**config.mk**
```make
export PLATFORM = sky130hd
export DESIGN_NAME = alu_operand_regfile_flat
export DESIGN_NICKNAME = d
export VERILOG_FILES = /design/src/rtl/alu_operand_regfile_if.sv /design/src/rtl/alu_operand_regfile.sv /design/src/flat_wrapper.sv
export SDC_FILE = /design/constraint.sdc
export NUM_CORES = 1
export LEC_CHECK = 0
export CORE_AREA = 8 8 180 182
export CTS_CLUSTER_DIAMETER = 200
export DETAILED_ROUTE_END_ITERATION = 12
export DIE_AREA = 0 0 188 190
export DONT_BUFFER_PORTS = 1
export PLACE_DENSITY = 0.44
export SETUP_SLACK_MARGIN = 0.15
export SLEW_MARGIN = 20
export SYNTH_ARGS = -nofsm -noshare
export SYNTH_HDL_FRONTEND = slang
export SYNTH_SLANG_ARGS = --single-unit
```
**constraint.sdc**
```tcl
create_clock -name clk -period 3.52 [get_ports clk]
set_input_delay 0 -clock clk [delete_from_list [all_inputs] [get_ports clk]]
set_output_delay 0 -clock clk [all_outputs]
set_load 0.01 [all_outputs]
```
**src/rtl/alu_operand_regfile_if.sv**
```systemverilog
// Operand-stage bus bundle: register selects, write-back and load ports,
// plus the registered A/B operand outputs.
interface alu_operand_regfile_if #(
  parameter int unsigned DATA_W = 19,
  parameter int unsigned SEL_W  = 3,
  parameter int unsigned IMM_W  = 8,
  parameter int unsigned MEM_W  = 8
);
  logic [SEL_W-1:0]  A_SEL;
  logic [SEL_W-1:0]  B_SEL;
  logic              IMM_EN;
  logic [IMM_W-1:0]  IMM;
  logic              WR_EN;
  logic [SEL_W-1:0]  WR_SEL;
  logic [DATA_W-1:0] alu_out;
  logic              LD_EN;
  logic [SEL_W-1:0]  LD_SEL;
  logic [MEM_W-1:0]  LD_DATA;
  logic [DATA_W-1:0] a_bus;
  logic [DATA_W-1:0] b_bus;
  logic              ops_vld;

  modport master (
    output A_SEL, B_SEL, IMM_EN, IMM, WR_EN, WR_SEL, alu_out, LD_EN, LD_SEL, LD_DATA,
    input  a_bus, b_bus, ops_vld
  );

  modport slave (
    input  A_SEL, B_SEL, IMM_EN, IMM, WR_EN, WR_SEL, alu_out, LD_EN, LD_SEL, LD_DATA,
    output a_bus, b_bus, ops_vld
  );
endinterface

```
**src/rtl/alu_operand_regfile.sv**
```systemverilog
// General register file with write-first forwarding and registered ALU
// operand buses. R0 reads as zero and ignores writes.
module alu_operand_regfile #(
  parameter int unsigned DATA_W = 19,
  parameter int unsigned NREG   = 8,
  parameter int unsigned SEL_W  = 3,
  parameter int unsigned IMM_W  = 8,
  parameter int unsigned MEM_W  = 8
) (
  input logic                 clk,
  input logic                 RST,
  alu_operand_regfile_if.slave bus
);

  logic [DATA_W-1:0] regs_q [NREG];
  logic [DATA_W-1:0] regs_d [NREG];
  logic [DATA_W-1:0] a_bus_q, a_bus_d;
  logic [DATA_W-1:0] b_bus_q, b_bus_d;
  logic              ops_vld_q;
  logic [DATA_W-1:0] ld_ext;
  logic [DATA_W-1:0] imm_ext;

  assign ld_ext  = {{(DATA_W-MEM_W){1'b0}}, bus.LD_DATA};
  assign imm_ext = {{(DATA_W-IMM_W){1'b0}}, bus.IMM};

  // Next register contents double as the forwarded read value: ALU write
  // overrides a colliding load, and R0 is forced to zero.
  always_comb begin
    for (int unsigned r = 0; r < NREG; r++) begin
      regs_d[r] = regs_q[r];
      if (bus.LD_EN && (bus.LD_SEL == SEL_W'(r))) begin
        regs_d[r] = ld_ext;
      end
      if (bus.WR_EN && (bus.WR_SEL == SEL_W'(r))) begin
        regs_d[r] = bus.alu_out;
      end
    end
    regs_d[0] = '0;
  end

  always_comb begin
    a_bus_d = regs_d[bus.A_SEL];
    b_bus_d = bus.IMM_EN ? imm_ext : regs_d[bus.B_SEL];
  end

  always_ff @(posedge clk or negedge RST) begin
    if (!RST) begin
      for (int unsigned r = 0; r < NREG; r++) begin
        regs_q[r] <= '0;
      end
      a_bus_q   <= '0;
      b_bus_q   <= '0;
      ops_vld_q <= 1'b0;
    end else begin
      for (int unsigned r = 0; r < NREG; r++) begin
        regs_q[r] <= regs_d[r];
      end
      a_bus_q   <= a_bus_d;
      b_bus_q   <= b_bus_d;
      ops_vld_q <= 1'b1;
    end
  end

  assign bus.a_bus   = a_bus_q;
  assign bus.b_bus   = b_bus_q;
  assign bus.ops_vld = ops_vld_q;

endmodule

```
**src/flat_wrapper.sv**
```systemverilog
// flat-port wrapper written by rule: the top's interface ports become plain ports
module alu_operand_regfile_flat 
#(
  parameter int unsigned DATA_W = 19,
  parameter int unsigned NREG   = 8,
  parameter int unsigned SEL_W  = 3,
  parameter int unsigned IMM_W  = 8,
  parameter int unsigned MEM_W  = 8
)
  (clk, RST, bus_A_SEL, bus_B_SEL, bus_IMM_EN, bus_IMM, bus_WR_EN, bus_WR_SEL, bus_alu_out, bus_LD_EN, bus_LD_SEL, bus_LD_DATA, bus_a_bus, bus_b_bus, bus_ops_vld);
  alu_operand_regfile_if #(.DATA_W(DATA_W), .SEL_W(SEL_W), .IMM_W(IMM_W), .MEM_W(MEM_W)) bus_i ();
  input logic clk;
  input logic RST;
  input wire logic [$bits(bus_i.A_SEL)-1:0] bus_A_SEL;
  input wire logic [$bits(bus_i.B_SEL)-1:0] bus_B_SEL;
  input wire logic [$bits(bus_i.IMM_EN)-1:0] bus_IMM_EN;
  input wire logic [$bits(bus_i.IMM)-1:0] bus_IMM;
  input wire logic [$bits(bus_i.WR_EN)-1:0] bus_WR_EN;
  input wire logic [$bits(bus_i.WR_SEL)-1:0] bus_WR_SEL;
  input wire logic [$bits(bus_i.alu_out)-1:0] bus_alu_out;
  input wire logic [$bits(bus_i.LD_EN)-1:0] bus_LD_EN;
  input wire logic [$bits(bus_i.LD_SEL)-1:0] bus_LD_SEL;
  input wire logic [$bits(bus_i.LD_DATA)-1:0] bus_LD_DATA;
  output wire logic [$bits(bus_i.a_bus)-1:0] bus_a_bus;
  output wire logic [$bits(bus_i.b_bus)-1:0] bus_b_bus;
  output wire logic [$bits(bus_i.ops_vld)-1:0] bus_ops_vld;
  assign bus_i.A_SEL = bus_A_SEL;
  assign bus_i.B_SEL = bus_B_SEL;
  assign bus_i.IMM_EN = bus_IMM_EN;
  assign bus_i.IMM = bus_IMM;
  assign bus_i.WR_EN = bus_WR_EN;
  assign bus_i.WR_SEL = bus_WR_SEL;
  assign bus_i.alu_out = bus_alu_out;
  assign bus_i.LD_EN = bus_LD_EN;
  assign bus_i.LD_SEL = bus_LD_SEL;
  assign bus_i.LD_DATA = bus_LD_DATA;
  assign bus_a_bus = bus_i.a_bus;
  assign bus_b_bus = bus_i.b_bus;
  assign bus_ops_vld = bus_i.ops_vld;
  alu_operand_regfile #(.DATA_W(DATA_W), .NREG(NREG), .SEL_W(SEL_W), .IMM_W(IMM_W), .MEM_W(MEM_W)) u_core (.clk(clk), .RST(RST), .bus(bus_i));
endmodule
```
# --- Word level (Yosys, flattened, before mapping) ---
# Index checks and enable logic that the tools add are counted.
totals:
  word_cells: 63
  reg_bits: 172
op_classes:
  mux: 21
  bitwise_logic: 2
  reduce_logical: 14
  n_eq_ne: 14
  magnitude_cmp: 2
op_table:
  columns: ["op", "count"]
  rows:
  - ["$mux 19", 19]
  - ["$bmux 19 s3", 2]
  - ["$eq 3x3->1 const B", 8]
  - ["$logic_and 1x1->1", 14]
  - ["$eq 3x2->1 const B", 4]
  - ["$ge 4x4->1 const B", 2]
  - ["$not 3->4", 2]
  - ["$eq 3x1->1 const B", 2]

# --- Logic depth before layout (Yosys ltp) ---
logic_depth:
  depth_word: 8
  mapped_depth: 9

# --- Worst setup path before layout ---
# OpenSTA, ideal clock, no wires.
synth_path:
  kind: "input-to-reg"
  from: "in bus_WR_SEL[2]"
  to: "reg u_core.b_bus_q[12] (netlist: u_core.bus.b_bus[12])"
  slack_ns: 1.941
  arrival_time_ns: 1.438
  n_path_buf: 3
  t_required_ns: 3.379
  path_stages: 9
  cell_sequence: "buf_2 and4bb_2 buf_2 nor2_1 buf_4 a22o_1 a22o_1 a211oi_1 a211oi_1"
synth_rtl:
  columns: ["item", "line_no", "rtl"]
  rows:
  - ["start, declared", "flat_wrapper.sv:19", "input wire logic [$bits(bus_i.WR_SEL)-1:0] bus_WR_SEL;"]
  - ["end signal, assigned", "alu_operand_regfile.sv:59", "b_bus_q <= b_bus_d;"]
  - ["end, declared", "alu_operand_regfile.sv:18", "logic [DATA_W-1:0] b_bus_q, b_bus_d;"]

==> results.md <==
Status:
- The run finished, with violations left.
- The checks that failed: hold timing.

Global routing:
- The highest-utilization routing layer at the global route stage is met2.
- The global routing usage on met3 is 3.55%.
- The number of global-route vias before repair is 7211.
- After global routing the overflow that remains totals 0.
- For this run, the total global-route usage over all layers was measured as 18.0%.
- The first global-routing pass estimated 48.7 mm of wire.
- In the global route stage, met1 resource usage came out at 23.9%.
- The initial antenna violation count is 0.
- The global-route met2 utilization is 29.0%.
- Entering global routing, the biggest net connects 173 pins.

Yosys:
- The number of synthesized flops with an enable pin is 0.
- The commonest register cell after synthesis is sky130_fd_sc_hd__dfrtp_1.
- The gate count after technology mapping is 841.
- The area of the mapped netlist is about 0.0087 mm2.
- Yosys attributes the largest share of cell area to sky130_fd_sc_hd__dfrtp_1 (49%), sky130_fd_sc_hd__mux2i_1 (8.0%), sky130_fd_sc_hd__a22o_1 (4.7%), sky130_fd_sc_hd__a22oi_1 (4.0%), sky130_fd_sc_hd__o21ai_0 (3.4%).
- Summed over its instances, the top area cell type makes up 49.4% of the synthesized netlist area.
- The number of warnings reported in the yosys synthesis log is 0.
- Counting flops and latches in the post-synthesis netlist gives 172.
- Synthesis instantiated 49 different standard cells from the library.
- For this run, the register share of the synthesized area comes to 49.4%.
- The net count after synthesis is 893.
- sky130_fd_sc_hd__dfrtp_1 takes more of the synthesized area than any other cell.
- Of all flip-flops after synthesis, the portion carrying an async set or reset was 100%.
- The synthesized area divided by synthesized cell count is 10.4 um2.

Detailed routing:
- The final wirelength is 32.3 mm.
- The detailed-route DRC error count is 0.
- For this block, the initial DRC count from the detailed router was 645.
- The total number of vias is 6975.
- Once detail routing completed, the nets flagged for antenna violations numbered 0.
- The ratio of routed vias to standard cells is 5.52.
- The first detailed-routing pass took 5 iterations.
- After detailed routing, the average wire length per cell comes to 25.5 um.

Final layout:
- At the end of the flow the core is filled with cells to 34.6%.
- After routing the design area is 0.0102 mm2.
- The share of cells above drive strength 1 is between 10% and 20%.
- Relative to the synthesized area, the layout overhead comes to 16.6%.
- The layout net count is 911.

Clocking:
- CTS built an H-tree with a depth of 4.
- In this run, post-CTS repair resized a total of 0 instances.
- The tree is rooted in a sky130_fd_sc_hd__clkbuf_16.
- For this design, the CTS-stage hold fixing added 59 buffers.
- In this run the deepest clock path goes through 2 buffers.
- TritonCTS created 17 clock buffers.
- Post-CTS timing repair inserted 0 buffers for setup.
- The clock net in this run drives a total of 172 sinks.
- The later pin in the worst-skew pair is clocked with a latency of 0.44 ns.
- After clock tree synthesis, the clock-pin slew on the worst setup and hold paths is 0.08 ns.
- TritonCTS built the clock tree.

Placement:
- The count of port buffers added during placement is 0.
- The cell area after placement is 0.00899 mm2.
- Routability-driven placement finished with a final weighted congestion of 0.766.
- The worst-case setup slack after placement is 1.30 ns.
- The detailed placer's ending HPWL is 19.5 mm.

Power:
- VDD sags by at most ~280 uV.
- Power spread over the standard cell area amounts to 522 mW/mm2.
- The analysis attributes to cell leakage a power of 4.56 nW.

STA:
- The number of failing hold endpoints at the final stage is 173.
- Between clock sinks in the finished design, the worst skew comes to 0.0167 ns.
- The final critical path time including I/O delays and setup is 3.17 ns.
- The minimum setup slack in the final design is 0.354 ns.
- The worst-case hold slack is -0.747 ns.
- The setup-violating endpoint count in the final report is 0.
- At the pin with the least slew margin, the transition time is 1.10 ns.
- The worst path uses 90.0% of the clock period.
- Setup repair after global routing left no endpoint under its margin.
- The total negative slack is 0 ns.
- The final number of max-transition violations came to 0.
- Based on the critical path, the design can be clocked at up to 316 MHz.
- Headroom to the max-slew limit came out at 26.1%.

Floorplanning:
- The die covers 0.0357 mm2.
- The height of the chip is 190 um.
- The placement row count is 63.
- For this configuration, the core starts out at a cell density of 29.6%.
- The top-level I/O count is 91.
- The floorplan step defined a core boundary enclosing between 0.02 and 0.03 mm2.
- Measured along the x axis, the die boundary spans 188 um.

Setup path:
- The endpoint type of the worst setup path is a flop.
- The most frequent cell on the critical path is sky130_fd_sc_hd__dlygate4sd3_1.
- The worst register-to-register path ends at u_core.bus.b_bus[2].
- The largest single stage delay on the critical path is just over 0.7 ns.
- Setup slack on the worst reg-to-reg path comes out at approximately 1 ns.
- The setup path with the least slack is of type input port to flop.
- The library cell contributing the largest single delay on the critical path is sky130_fd_sc_hd__nor4bb_4.
- Walking the worst path, the cells encountered are dlygate4sd3_1, nor4bb_4, buf_4, mux2i_1, dlygate4sd3_1, inv_1, a221oi_1, a211oi_1, dlygate4sd3_1.
- At the worst endpoint, the arrival time is 3.48 ns.
- The launch point of the worst path is bus_WR_SEL[0].
- The highest fanout seen on the critical path is 11.
- The length in cells of the worst reg-to-reg path is 7.
- The data required time at the worst endpoint is about 3.8 ns.
- The kind of start point of the critical path is an input port.
- In this run the critical register-to-register path is launched from u_core.regs_q[59].

Min path:
- The worst min-delay path category is input port to async pin.

Job:
- The max-cap violation count is 0.
-- worst max-delay path: cells and delay by family --
kind	cells	cell delay (ns)
AO/OA/AOI/OAI	2	0.38
AND/OR/NAND/NOR	1	0.72
buffers and inverters	5	2.13
multiplexers	1	0.24
-- cells in the mapped netlist, drive strengths merged, types with 6 or more instances --
library cell,count
nor2,54
mux2,11
dfrtp,172
clkbuf,38
a31oi,6
inv,48
nand2,60
a221oi,33
o32ai,10
a21oi,18
o21ai,65
buf,39
nor2b,14
a22o,47
a22oi,56
o31ai,6
o22ai,18
a211oi,31
mux2i,70
a2111oi,8
-- routing by layer --
layer / vias up / routed length, um
met1: 3543 / 14500
li1: 3184 / -
met4: 0 / 636
met5: - / 0
met3: 37 / 1900
met2: 211 / 15200
-- final cells by class --
type	instances	area (um2)
fillers	2993	19200
flip-flops and latches	172	4300
multi-input cells	544	3890
repair buffers	76	738
well taps	390	488
clock buffers	18	429
inverters	48	180
clock inverters	14	130
diodes	1	2.50
-- cells by family after synthesis --
| family | count (synthesis) | share of synthesized area (%) |
|---|---|---|
| flip-flops | 172 | 49.4 |
| multiplexers | 81 | 9.46 |
| AND/OR/NAND/NOR | 161 | 9.40 |
| other | 1 | 0.0430 |
| AO/OA/AOI/OAI | 301 | 25.4 |
| buffers and inverters | 125 | 6.27 |
-- metrics by stage --
step | hold WS (ns) | total power (W) | std cells
3_3_place_gp | -0.286 | 0.00333 | 1171
6_report | -0.747 | 0.00531 | 1263
4_1_cts | -0.765 | 0.00535 | 1262
2_1_floorplan | -0.296 | 0.00314 | 841
3_5_place_dp | -0.286 | 0.00333 | 1171
5_1_grt | -0.780 | 0.00558 | 1262
-- state kept, by name, indices dropped and copies added (netlist names) --
name and cells:
u_core.regs_q 133, u_core.bus.a_bus 19, u_core.bus.ops_vld 1, u_core.bus.b_bus 19
-- where the power goes --
group	internal (W)	leakage [nW]	total (W)	switching (W)
Clock	0.000935	0.266	0.00185	0.000915
Combinational	0.000441	2.14	0.00104	0.000594
Sequential	0.00230	2.15	0.00242	0.000125
Total	0.00367	4.56	0.00531	0.00163
-- worst max-delay path by stage --
stage               cells after the start              endpoint
finish                                  9   u_core.bus.b_bus[2]
global route                            9   u_core.bus.b_bus[2]
CTS                                     9   u_core.bus.b_bus[2]
detailed placement                      7  u_core.bus.b_bus[14]
global placement                        7  u_core.bus.b_bus[11]
floorplan                               9  u_core.bus.b_bus[12]
-- placed cells by master, fill, tap and decap left out, types with 4 or more instances in the layout --
master                          instances
sky130_fd_sc_hd__a22oi_1               47
sky130_fd_sc_hd__dlygate4sd3_1         57
sky130_fd_sc_hd__o21ai_1                5
sky130_fd_sc_hd__a221oi_1              33
sky130_fd_sc_hd__a211oi_1              28
sky130_fd_sc_hd__a2111oi_0              8
sky130_fd_sc_hd__o31ai_1                6
sky130_fd_sc_hd__clkbuf_16             17
sky130_fd_sc_hd__o22ai_1               18
sky130_fd_sc_hd__o32ai_1               10
sky130_fd_sc_hd__nor2_1                53
sky130_fd_sc_hd__nor2b_1               10
sky130_fd_sc_hd__nand2b_1               4
sky130_fd_sc_hd__a22o_1                47
sky130_fd_sc_hd__a22oi_2                9
sky130_fd_sc_hd__dfrtp_1              172
sky130_fd_sc_hd__and4bb_2               4
sky130_fd_sc_hd__a31oi_1                6
sky130_fd_sc_hd__and2_1                 5
sky130_fd_sc_hd__inv_6                  4
sky130_fd_sc_hd__o21ai_0               60
sky130_fd_sc_hd__inv_1                 45
sky130_fd_sc_hd__mux2i_1               70
sky130_fd_sc_hd__buf_4                 17
sky130_fd_sc_hd__a21oi_1               18
sky130_fd_sc_hd__nand2_1               60
sky130_fd_sc_hd__mux2_2                11
(Power assumes the default switching activity.)
